`config.mk`:
```
export PLATFORM = sky130hd
export DESIGN_NAME = ai_threat_fusion
export DESIGN_NICKNAME = d
export VERILOG_FILES = /design/src/rtl/ai_fusion_pkg.sv /design/src/rtl/ai_fusion_slot.sv /design/src/rtl/ai_threat_fusion.sv
export SDC_FILE = /design/constraint.sdc
export NUM_CORES = 1
export LEC_CHECK = 0
export BUFFER_PORTS_ARGS = -buffer_cell sky130_fd_sc_hd__buf_2
export CAP_MARGIN = 25
export CORE_MARGIN = 4
export CORE_UTILIZATION = 28
export CTS_CLUSTER_SIZE = 24
export DETAILED_ROUTE_END_ITERATION = 7
export GPL_ROUTABILITY_DRIVEN = 0
export REMOVE_ABC_BUFFERS = 1
export SLEW_MARGIN = 20
export SYNTH_ARGS = -nofsm -noshare
export SYNTH_HDL_FRONTEND = slang
export SYNTH_HIERARCHICAL = 1
export SYNTH_SLANG_ARGS = --single-unit
```
`constraint.sdc`:
```
create_clock -name clk -period 4.4 [get_ports clk]
set_clock_uncertainty 0.1 [all_clocks]
set_input_delay 0.44 -clock clk [delete_from_list [all_inputs] [get_ports clk]]
set_output_delay 0.44 -clock clk [all_outputs]
set_load 0.1 [all_outputs]
```
`src/rtl/ai_fusion_pkg.sv`:
```
// ============================================================================
// Module      : ai_fusion_pkg
// Description : Shared encodings for the AI threat fusion block: alert
//               levels, fusion FSM states, source indices and score scaling.
// Revision    : 1.0 - initial release
// ============================================================================
`default_nettype none

package ai_fusion_pkg;

    // Alert level encoding presented on alert_level
    localparam logic [1:0] ALERT_NONE = 2'd0;
    localparam logic [1:0] ALERT_LOW  = 2'd1;
    localparam logic [1:0] ALERT_MED  = 2'd2;
    localparam logic [1:0] ALERT_HIGH = 2'd3;

    // Fusion controller states
    typedef enum logic [1:0] {
        IDLE    = 2'd0,
        COLLECT = 2'd1,
        FUSE    = 2'd2,
        OUTPUT  = 2'd3
    } state_t;

    // Slot index of each source; also the bit position in source_mask
    localparam int SRC_VISION = 0;
    localparam int SRC_AUDIO  = 1;
    localparam int SRC_MOTION = 2;
    localparam int NUM_SRC    = 3;

    // Weighted sum is scaled down by 2^SCORE_SHIFT before saturation
    localparam int SCORE_SHIFT = 4;

endpackage : ai_fusion_pkg

`default_nettype wire

```
`src/rtl/ai_fusion_slot.sv`:
```
// ============================================================================
// Module      : ai_fusion_slot
// Description : One source capture slot: data/score register, valid bit and
//               a combinational overrun flag for an overwrite of live data.
// Revision    : 1.0 - initial release
// ============================================================================
`default_nettype none

module ai_fusion_slot #(
    parameter int DATA_W  = 32,
    parameter int SCORE_W = 8
) (
    input  logic               clk,
    input  logic               rst,
    input  logic               i_load,
    input  logic               i_clear,
    input  logic [DATA_W-1:0]  i_data,
    input  logic [SCORE_W-1:0] i_score,
    output logic               o_valid,
    output logic [DATA_W-1:0]  o_data,
    output logic [SCORE_W-1:0] o_score,
    output logic               o_overrun
);

    logic               r_valid;
    logic [DATA_W-1:0]  r_data;
    logic [SCORE_W-1:0] r_score;

    // Capture on load; a load coincident with a clear (consume) wins and
    // keeps the slot valid with the fresh data.
    always_ff @(posedge clk) begin
        if (rst) begin
            r_valid <= 1'b0;
            r_data  <= '0;
            r_score <= '0;
        end else if (i_load) begin
            r_valid <= 1'b1;
            r_data  <= i_data;
            r_score <= i_score;
        end else if (i_clear) begin
            r_valid <= 1'b0;
        end
    end

    // Overwriting live data is an overrun, unless the slot is being consumed
    // on the same edge.
    assign o_overrun = i_load & r_valid & ~i_clear;
    assign o_valid   = r_valid;
    assign o_data    = r_data;
    assign o_score   = r_score;

endmodule : ai_fusion_slot

`default_nettype wire

```
`src/rtl/ai_threat_fusion.sv`:
```
// ============================================================================
// Module      : ai_threat_fusion
// Description : Collects vision/audio/motion AI results within a bounded
//               window, fuses them into a weighted saturated threat score
//               and alert level, and presents one alert record per fusion
//               on a valid/ready handshake.
// Revision    : 1.0 - initial release
// ============================================================================
`default_nettype none

module ai_threat_fusion
    import ai_fusion_pkg::*;
#(
    parameter logic [3:0]  W_VISION      = 4'd6,
    parameter logic [3:0]  W_AUDIO       = 4'd6,
    parameter logic [3:0]  W_MOTION      = 4'd4,
    parameter logic [15:0] WINDOW_CYCLES = 16'd1024,
    parameter logic [7:0]  THR_LOW       = 8'd64,
    parameter logic [7:0]  THR_MED       = 8'd128,
    parameter logic [7:0]  THR_HIGH      = 8'd192
) (
    input  logic        clk,
    input  logic        rst,
    input  logic [31:0] vision_result,
    input  logic [7:0]  vision_confidence,
    input  logic        vision_done,
    input  logic [31:0] audio_classification,
    input  logic [7:0]  audio_threat_level,
    input  logic        audio_complete,
    input  logic [31:0] motion_pattern,
    input  logic [7:0]  motion_anomaly,
    input  logic        motion_done,
    output logic        alert_valid,
    input  logic        alert_ready,
    output logic [1:0]  alert_level,
    output logic [7:0]  fused_score,
    output logic [2:0]  source_mask,
    output logic [31:0] vision_result_q,
    output logic [31:0] audio_class_q,
    output logic [31:0] motion_pattern_q,
    output logic [7:0]  overrun_count,
    output logic        fusion_busy
);

    state_t      r_state;
    state_t      w_next;
    logic [15:0] r_win_cnt;
    logic [7:0]  r_ovr_cnt;
    logic [1:0]  r_level;
    logic [7:0]  r_score;
    logic [2:0]  r_mask;
    logic [31:0] r_vis_q;
    logic [31:0] r_aud_q;
    logic [31:0] r_mot_q;

    logic [NUM_SRC-1:0] w_done;
    logic [NUM_SRC-1:0] w_valid;
    logic [NUM_SRC-1:0] w_overrun;
    logic [31:0]        w_in_data    [NUM_SRC];
    logic [7:0]         w_in_score   [NUM_SRC];
    logic [31:0]        w_slot_data  [NUM_SRC];
    logic [7:0]         w_slot_score [NUM_SRC];
    logic               w_fuse;

    assign w_done[SRC_VISION]     = vision_done;
    assign w_done[SRC_AUDIO]      = audio_complete;
    assign w_done[SRC_MOTION]     = motion_done;
    assign w_in_data[SRC_VISION]  = vision_result;
    assign w_in_data[SRC_AUDIO]   = audio_classification;
    assign w_in_data[SRC_MOTION]  = motion_pattern;
    assign w_in_score[SRC_VISION] = vision_confidence;
    assign w_in_score[SRC_AUDIO]  = audio_threat_level;
    assign w_in_score[SRC_MOTION] = motion_anomaly;

    // All slots are consumed during the single FUSE cycle
    assign w_fuse = (r_state == FUSE);

    for (genvar gi = 0; gi < NUM_SRC; gi++) begin : g_slot
        ai_fusion_slot #(
            .DATA_W  (32),
            .SCORE_W (8)
        ) u_slot (
            .clk       (clk),
            .rst       (rst),
            .i_load    (w_done[gi]),
            .i_clear   (w_fuse),
            .i_data    (w_in_data[gi]),
            .i_score   (w_in_score[gi]),
            .o_valid   (w_valid[gi]),
            .o_data    (w_slot_data[gi]),
            .o_score   (w_slot_score[gi]),
            .o_overrun (w_overrun[gi])
        );
    end

    // ------------------------------------------------------------------
    // Score arithmetic: invalid slots contribute zero
    // ------------------------------------------------------------------
    logic [7:0]  w_eff_v, w_eff_a, w_eff_m;
    logic [11:0] w_prod_v, w_prod_a, w_prod_m;
    logic [13:0] w_sum;
    logic [13:0] w_shifted;
    logic [7:0]  w_score;
    logic [1:0]  w_level;

    assign w_eff_v   = w_valid[SRC_VISION] ? w_slot_score[SRC_VISION] : 8'd0;
    assign w_eff_a   = w_valid[SRC_AUDIO]  ? w_slot_score[SRC_AUDIO]  : 8'd0;
    assign w_eff_m   = w_valid[SRC_MOTION] ? w_slot_score[SRC_MOTION] : 8'd0;
    assign w_prod_v  = {8'd0, W_VISION} * {4'd0, w_eff_v};
    assign w_prod_a  = {8'd0, W_AUDIO}  * {4'd0, w_eff_a};
    assign w_prod_m  = {8'd0, W_MOTION} * {4'd0, w_eff_m};
    assign w_sum     = {2'd0, w_prod_v} + {2'd0, w_prod_a} + {2'd0, w_prod_m};
    assign w_shifted = w_sum >> SCORE_SHIFT;
    assign w_score   = (w_shifted > 14'd255) ? 8'hFF : w_shifted[7:0];

    // Map the saturated score onto the alert level thresholds
    always_comb begin
        w_level = ALERT_NONE;
        if (w_score >= THR_HIGH) begin
            w_level = ALERT_HIGH;
        end else if (w_score >= THR_MED) begin
            w_level = ALERT_MED;
        end else if (w_score >= THR_LOW) begin
            w_level = ALERT_LOW;
        end
    end

    // ------------------------------------------------------------------
    // Fusion FSM
    // ------------------------------------------------------------------
    // State register
    always_ff @(posedge clk) begin
        if (rst) begin
            r_state <= IDLE;
        end else begin
            r_state <= w_next;
        end
    end

    // Next-state logic; a done pulse in IDLE opens the window on that same
    // edge so a full set of results reaches OUTPUT two edges later.
    always_comb begin
        w_next = r_state;
        case (r_state)
            IDLE: begin
                if ((|w_done) || (|w_valid)) begin
                    w_next = COLLECT;
                end
            end
            COLLECT: begin
                if (&w_valid) begin
                    w_next = FUSE;
                end else if (r_win_cnt == 16'd0) begin
                    w_next = FUSE;
                end
            end
            FUSE: begin
                w_next = OUTPUT;
            end
            OUTPUT: begin
                if (alert_ready) begin
                    w_next = ((|w_valid) || (|w_done)) ? COLLECT : IDLE;
                end
            end
            default: begin
                w_next = IDLE;
            end
        endcase
    end

    // Window counter: reload on entry to COLLECT, count down while waiting
    always_ff @(posedge clk) begin
        if (rst) begin
            r_win_cnt <= 16'd0;
        end else if ((w_next == COLLECT) && (r_state != COLLECT)) begin
            r_win_cnt <= WINDOW_CYCLES;
        end else if ((r_state == COLLECT) && (w_next == COLLECT)) begin
            r_win_cnt <= r_win_cnt - 16'd1;
        end
    end

    // Saturating count of overwritten slots (several may overrun at once)
    logic [1:0] w_ovr_inc;
    logic [8:0] w_ovr_sum;
    assign w_ovr_inc = {1'b0, w_overrun[0]} + {1'b0, w_overrun[1]} + {1'b0, w_overrun[2]};
    assign w_ovr_sum = {1'b0, r_ovr_cnt} + {7'd0, w_ovr_inc};

    always_ff @(posedge clk) begin
        if (rst) begin
            r_ovr_cnt <= 8'd0;
        end else begin
            r_ovr_cnt <= w_ovr_sum[8] ? 8'hFF : w_ovr_sum[7:0];
        end
    end

    // Alert record is captured in FUSE and held untouched through OUTPUT
    always_ff @(posedge clk) begin
        if (rst) begin
            r_level <= ALERT_NONE;
            r_score <= 8'd0;
            r_mask  <= 3'd0;
            r_vis_q <= 32'd0;
            r_aud_q <= 32'd0;
            r_mot_q <= 32'd0;
        end else if (w_fuse) begin
            r_level <= w_level;
            r_score <= w_score;
            r_mask  <= w_valid;
            r_vis_q <= w_valid[SRC_VISION] ? w_slot_data[SRC_VISION] : 32'd0;
            r_aud_q <= w_valid[SRC_AUDIO]  ? w_slot_data[SRC_AUDIO]  : 32'd0;
            r_mot_q <= w_valid[SRC_MOTION] ? w_slot_data[SRC_MOTION] : 32'd0;
        end
    end

    assign alert_valid      = (r_state == OUTPUT);
    assign fusion_busy      = (r_state != IDLE);
    assign alert_level      = r_level;
    assign fused_score      = r_score;
    assign source_mask      = r_mask;
    assign vision_result_q  = r_vis_q;
    assign audio_class_q    = r_aud_q;
    assign motion_pattern_q = r_mot_q;
    assign overrun_count    = r_ovr_cnt;

endmodule : ai_threat_fusion

`default_nettype wire
```
==> Word-level counts from Yosys, hierarchy flattened <==
Cells that the tools add are included.
{ "op_classes": {"addsub": 6, "mul": 2, "n_lt_le_gt_ge": 4, "n_eq_ne": 5, "mux": 23, "bitwise_logic": 7, "n_reduce_logical": 14} }
{ "ops": {"columns": ["cell", "count"], "rows": [
  ["32-bit two-way mux", 3],
  ["8-bit two-way mux", 5],
  ["11-bit two-way mux", 2],
  ["2-bit by 8-bit multiplier with 10-bit output (first input constant)", 2],
  ["8-bit greater-or-equal comparator (second input constant)", 2],
  ["16-bit zero test", 1],
  ["16-bit by 1-bit subtractor with 16-bit output (second input constant)", 1],
  ["12-bit by 10-bit adder with 13-bit output", 1],
  ["11-bit by 11-bit adder with 12-bit output", 1],
  ["2-bit two-way mux", 6],
  ["2-bit nonzero test", 5],
  ["8-bit by 2-bit adder with 9-bit output", 1],
  ["9-bit by 8-bit greater-than comparator with 1-bit output (second input constant)", 1],
  ["8-bit by 7-bit greater-or-equal comparator with 1-bit output (second input constant)", 1],
  ["2-bit case mux with 4 select lines", 1],
  ["1-bit AND", 6],
  ["1-bit two-way mux", 6],
  ["3-bit OR reduction", 2],
  ["2-bit by 1-bit equality test with 1-bit output (second input constant)", 2],
  ["2-bit equality test (second input constant)", 2],
  ["3-bit AND reduction", 1],
  ["1-bit by 1-bit adder with 2-bit output", 1],
  ["2-bit by 1-bit adder with 2-bit output", 1],
  ["1-bit logical AND", 2],
  ["other kinds (5)", 5]
]} }
{ "totals": {"register_bits": 258, "input_bits": 126, "output_inout_bits": 119} }

==> Depth between registers and ports, before layout <==
{ "depth": {"word_depth": 10, "ltp_mapped": 18, "ltp_nobuf": 16} }

==> Modules after synthesis <==
Netlist, hierarchy kept.
{ "modules_own_cells": {"columns": ["mod", "instances", "cells_per_inst", "area_each_um2"], "rows": [
  ["ai_threat_fusion", 1, 814, 6575.1],
  ["ai_fusion_slot", 3, 135, 1512.7]
]} }

==> Worst setup path after synthesis <==
OpenSTA, ideal clock, no wires.
{ "synth_timing": {"kind": "reg2reg", "from": "register g_slot[0].u_slot.r_valid", "to": "register r_score[0] (netlist: fused_score[0])", "setup_ns": 0.141, "t_arrival_ns": 3.814, "required_time_ns": 4.159, "slack_ns": 0.345, "path_stages_with_launch": 19, "n_path_buf": 3, "period_less_slack_ns": 4.055, "path_cell_list": "dfxtp_1 -> buf_2 -> clkbuf_1 -> clkbuf_1 -> and2_1 -> ha_1 -> ha_1 -> o211ai_1 -> o21ai_0 -> nand2_1 -> xnor2_1 -> fa_1 -> inv_1 -> ha_1 -> o21a_1 -> o21ai_0 -> a21oi_1 -> o22ai_1 -> a211oi_1"} }
{ "synth_between": {"elab_chain_cells": 6} }
{ "synth_rtl": {"columns": ["element", "line", "rtl"], "rows": [
  ["start: declaration", "ai_fusion_slot.sv:25", "logic r_valid;"],
  ["start signal: assignment", "ai_fusion_slot.sv:33", "r_valid <= 1'b0;"],
  ["start signal: assignment", "ai_fusion_slot.sv:37", "r_valid <= 1'b1;"],
  ["start signal: assignment", "ai_fusion_slot.sv:41", "r_valid <= 1'b0;"],
  ["8-bit two-way mux (*)", "ai_threat_fusion.sv:106", "assign w_eff_v = w_valid[SRC_VISION] ? w_slot_score[SRC_VISION] : 8'd0;"],
  ["2-bit by 8-bit multiplier with 10-bit output (*)", "ai_threat_fusion.sv:109", "assign w_prod_v = {8'd0, W_VISION} * {4'd0, w_eff_v};"],
  ["11-bit by 11-bit adder with 12-bit output (*)", "ai_threat_fusion.sv:112", "assign w_sum = {2'd0, w_prod_v} + {2'd0, w_prod_a} + {2'd0, w_prod_m};"],
  ["12-bit by 10-bit adder with 13-bit output (*)", "ai_threat_fusion.sv:112", null],
  ["9-bit by 8-bit greater-than comparator with 1-bit output", "ai_threat_fusion.sv:114", "assign w_score = (w_shifted > 14'd255) ? 8'hFF : w_shifted[7:0];"],
  ["8-bit two-way mux (*)", "ai_threat_fusion.sv:114", null],
  ["end signal: assignment", "ai_threat_fusion.sv:207", "r_score <= w_score;"],
  ["end: declaration", "ai_threat_fusion.sv:50", "logic [7:0] r_score;"]
]} }
Mark *: on every way between the ends. The rest lies on a longest branch, timed or not.
A chain may end at the register's enable or synchronous reset.

==> Final worst setup path <==
{ "layout_timing": {"from": "register g_slot[1].u_slot.r_valid", "to": "register r_score[3] (netlist: fused_score[3])"} }
{ "layout_between": {"elab_chain_cells": 6} }
{ "layout_rtl": {"columns": ["element", "line", "rtl"], "rows": [
  ["start: declaration", "ai_fusion_slot.sv:25", null],
  ["start signal: assignment", "ai_fusion_slot.sv:33", null],
  ["start signal: assignment", "ai_fusion_slot.sv:37", null],
  ["start signal: assignment", "ai_fusion_slot.sv:41", null],
  ["8-bit two-way mux (*)", "ai_threat_fusion.sv:107", "assign w_eff_a = w_valid[SRC_AUDIO] ? w_slot_score[SRC_AUDIO] : 8'd0;"],
  ["2-bit by 8-bit multiplier with 10-bit output (*)", "ai_threat_fusion.sv:110", "assign w_prod_a = {8'd0, W_AUDIO} * {4'd0, w_eff_a};"],
  ["11-bit by 11-bit adder with 12-bit output (*)", "ai_threat_fusion.sv:112", null],
  ["12-bit by 10-bit adder with 13-bit output (*)", "ai_threat_fusion.sv:112", null],
  ["9-bit by 8-bit greater-than comparator with 1-bit output", "ai_threat_fusion.sv:114", null],
  ["8-bit two-way mux (*)", "ai_threat_fusion.sv:114", null]
]} }
Marks and branches as above.

==> flow_metrics.env <==
export IMPL_final_common_cell="dfxtp_1"
export IMPL_initial_core_util_pct=28.56
export IMPL_critPathMaxFanout=10
export IMPL_wl_per_cell_um=15.40
export IMPL_setup_viol=0
export IMPL_relSlewSlack_pct=42.78
export IMPL_synth_top_area_share_pct=46.48
export IMPL_p_seq_share_pct=37.2
export IMPL_rsz0062_at_grt="false"
export IMPL_num_antenna_cells=0
export IMPL_clk_pin_slew_worst_paths_ps=60
export IMPL_final_cell_mix="256 x dfxtp_1, 243 x buf_2, 152 x nor2_1, 137 x nand2_1, 123 x a21oi_1"
export IMPL_power_density_nw_per_um2=497.3
export IMPL_track_usage_pct=13.83
export IMPL_total_power_uw=7160
export IMPL_syn_area_per_cell_sq_um=9.117
export IMPL_tns_ps=0
export IMPL_placedCellCount=1906
export IMPL_synthFlopType="dfxtp_1"
export IMPL_yosysWarnings=6
export IMPL_route_antenna_remaining_nets=0
export IMPL_nFillCells=3996
export IMPL_hpwl_um=20530
export IMPL_max_vdd_ir_drop_mv=0.4525
export IMPL_root_buffer="clkbuf_16"
export IMPL_worst_slew_pin_slew_ps=858.3
export IMPL_die_w_um=207.2
export IMPL_comb_power_share_pct=25.6
export IMPL_vias=9401
export IMPL_grt_pass1_wl_um=49830
export IMPL_drt_total_wl_um=31410
export IMPL_fin_cells=2040
export IMPL_design_area_sq_um=14400
export IMPL_io_buffer_count=244
export IMPL_cts_sinks=258
export IMPL_internal_power_uw=4801
export IMPL_cp_data_required_time_ps=4700
export IMPL_core_sq_um=38920
export IMPL_ys_top_cells_by_area="dfxtp_1 46%, mux2i_1 11%, a21oi_1 5.5%, nor2_1 5.1%, nand3_1 4.7%"
export IMPL_crit_top_cell="a21oi_1"
export IMPL_power_switching_uw=2359
export IMPL_max_stage_delay_ps=480
export IMPL_fin_crit_sh_pct=93.05
export IMPL_path_buf_inv=1
export IMPL_hold_violations=0
export IMPL_clk_latency_ps=560
export IMPL_clock_path_buffers=3
export IMPL_antenna_found_initial=1
export IMPL_first_pass_iters=5
export IMPL_placed_cell_area_sq_um=12540
export IMPL_path_cells="and2_1 -> ha_1 -> fa_1 -> a21o_1 -> a21oi_1 -> o21bai_1 -> a21oi_1 -> xnor2_1 -> fa_1 -> inv_1 -> ha_1 -> o21a_1 -> o21ai_0 -> a21oi_1 -> o22ai_1 -> a211oi_1"
export IMPL_switching_share_pct=32.94
export IMPL_syn_cell_area_sq_um=11110
export IMPL_layout_drive_gt1_share_pct=22.21
export IMPL_syn_inst=1219
export IMPL_grt_overflow=0
export IMPL_post_cts_buffers=0
export IMPL_ys_async_sr_fraction_pct=0
export IMPL_synth_top_cell_by_area="dfxtp_1"
export IMPL_synth_edf_count=0
export IMPL_drt_initial_drc_count=469
export IMPL_io_pins=245
export IMPL_die_h_um=207.2
export IMPL_cpMaxStageDelayCell="fa_1"
export IMPL_drv_cap=0
export IMPL_critPathKind="reg -> reg"
export IMPL_cts_made_buffers=30
export IMPL_grt_max_degree=149
export IMPL_num_rows=72
export IMPL_drc=0
export IMPL_die_area_sq_um=42940
export IMPL_cp_top_family="compound AO/OA/AOI/OAI gates"
export IMPL_area_growth_syn_to_layout_pct=29.55
export IMPL_synth_cell_types=61
export IMPL_cts_tree="built"
export IMPL_nets=1659
export IMPL_worstSetupStartpointType="register"
export IMPL_synth_seq_cells=258
export IMPL_ctsHtreeMaxLevel=1
export IMPL_fmax_ghz=0.2442
export IMPL_min_period_ps=4094
export IMPL_slew_violations=0
export IMPL_power_leakage_uw=0.006389
export IMPL_arrival_ps=4400
export IMPL_clkPwrFrac_pct=37.2
export IMPL_ys_seq_area_share_pct=46.48
export IMPL_grt_pass1_vias=9468
export IMPL_min_path_type="in -> reg"
export IMPL_via_per_inst=4.608
export IMPL_status="completed"
export IMPL_worst_setup_path_end_kind="register"
cell usage after synthesis, drive strengths merged (3+ instances only):
cell and count:
nand3 105, ha 24, nand2b 5, xor2 8
o22ai 3, dfxtp 258, a21o 7, nor4 4
and2 15, nand4b 3, buf 41, a211oi 12
o21bai 4, a2111oi 4, o41ai 3, clkbuf 47
a31oi 3, nor3 9, xnor2 24, nor2 161
fa 11, mux2i 121, nand2 138, nor2b 4
a21oi 124, or3 6, o21ai 14, inv 34
flip-flops by register name, summed over array words and instances, names as in the netlist:
signal                 cells
g_slot.u_slot/o_data      96
source_mask                3
audio_class_q             32
r_state                    2
fused_score                8
g_slot.u_slot/o_score     24
motion_pattern_q          32
alert_level                2
g_slot.u_slot/o_valid      3
r_win_cnt                 16
overrun_count              8
vision_result_q           32
cells by family (layout without fill, tap and decap cells):
| logic type | Yosys count | after routing | synth area share [%] |
|---|---|---|---|
| mux | 121 | 121 | 10.90 |
| xor+xnor | 32 | 32 | 2.522 |
| compound gates | 192 | 192 | 10.35 |
| flops | 258 | 258 | 46.48 |
| fa+ha+maj | 35 | 35 | 4.684 |
| buf+inv | 122 | 425 | 6.327 |
| simple gates | 459 | 459 | 18.75 |
final timing paths:
check                           start                    endpoint  slack (ps)  depth (start not counted)
min reg2reg       vision_result_q[21]         vision_result_q[21]         350                          2
min                  vision_result[5]  g_slot[0].u_slot/o_data[5]          30                          3
max          g_slot[1].u_slot/o_valid              fused_score[3]         310                         16
max reg2reg  g_slot[1].u_slot/o_valid              fused_score[3]         310                         16
stage by stage:
step	util, %	hold WS (ps)	worst slack [ps]
6_report	37.00	29.67	305.6
5_1_grt	37.00	16.60	10.06
4_1_cts	37.00	0.2305	321.9
3_5_place_dp	32.22	335.5	340.5
3_3_place_gp	32.22	336.0	402.3
2_1_floorplan	-	352.2	-1861
per-layer routing:
layer	global-route usage, %	vias up	share of wire (%)
met5	0	-	0
li1	-	4692	-
met1	16.95	4460	43
met3	3.098	57	4.6
met4	4.742	0	3.5
met2	24.02	192	49
area by class of cell:
class	count	area (sq um)	area share, %
clock buffer	44	914.6	6.353
clock inverter	12	163.9	1.138
inverter	34	130.1	0.9038
multi-input combinational	839	5253	36.48
sequential	258	5167	35.89
tap	518	648.1	4.502
timing repair buffer	335	2121	14.73
worst reg2reg max path: cells and delay by family, from the launching register on:
kind	cells	cell delay (ps)
adders and majority gates	4	1470
xor gates and xnor gates	1	110
and+or+nand+nor	1	200
DFF	1	360
buffers and inverters	1	40
AOI/OAI and AO/OA	9	1670
timing repair:
item / 4_1_cts / 5_1_grt
hold endpoints to repair: 78 / 0
hold buffers: 78 / 0
gates resized for setup: 0 / 0
power by group through the flow:
stage                     Combinational (uW)  Clock, uW  Sequential, uW
after floorplan                          996          0            3010
after global placement                  1750          0            2710
after detailed placement                1780          0            2710
after CTS                               1850       2760            2660
after global routing                    1990       2840            2690
final                                   1830       2660            2660
(Power assumes the default switching activity.)
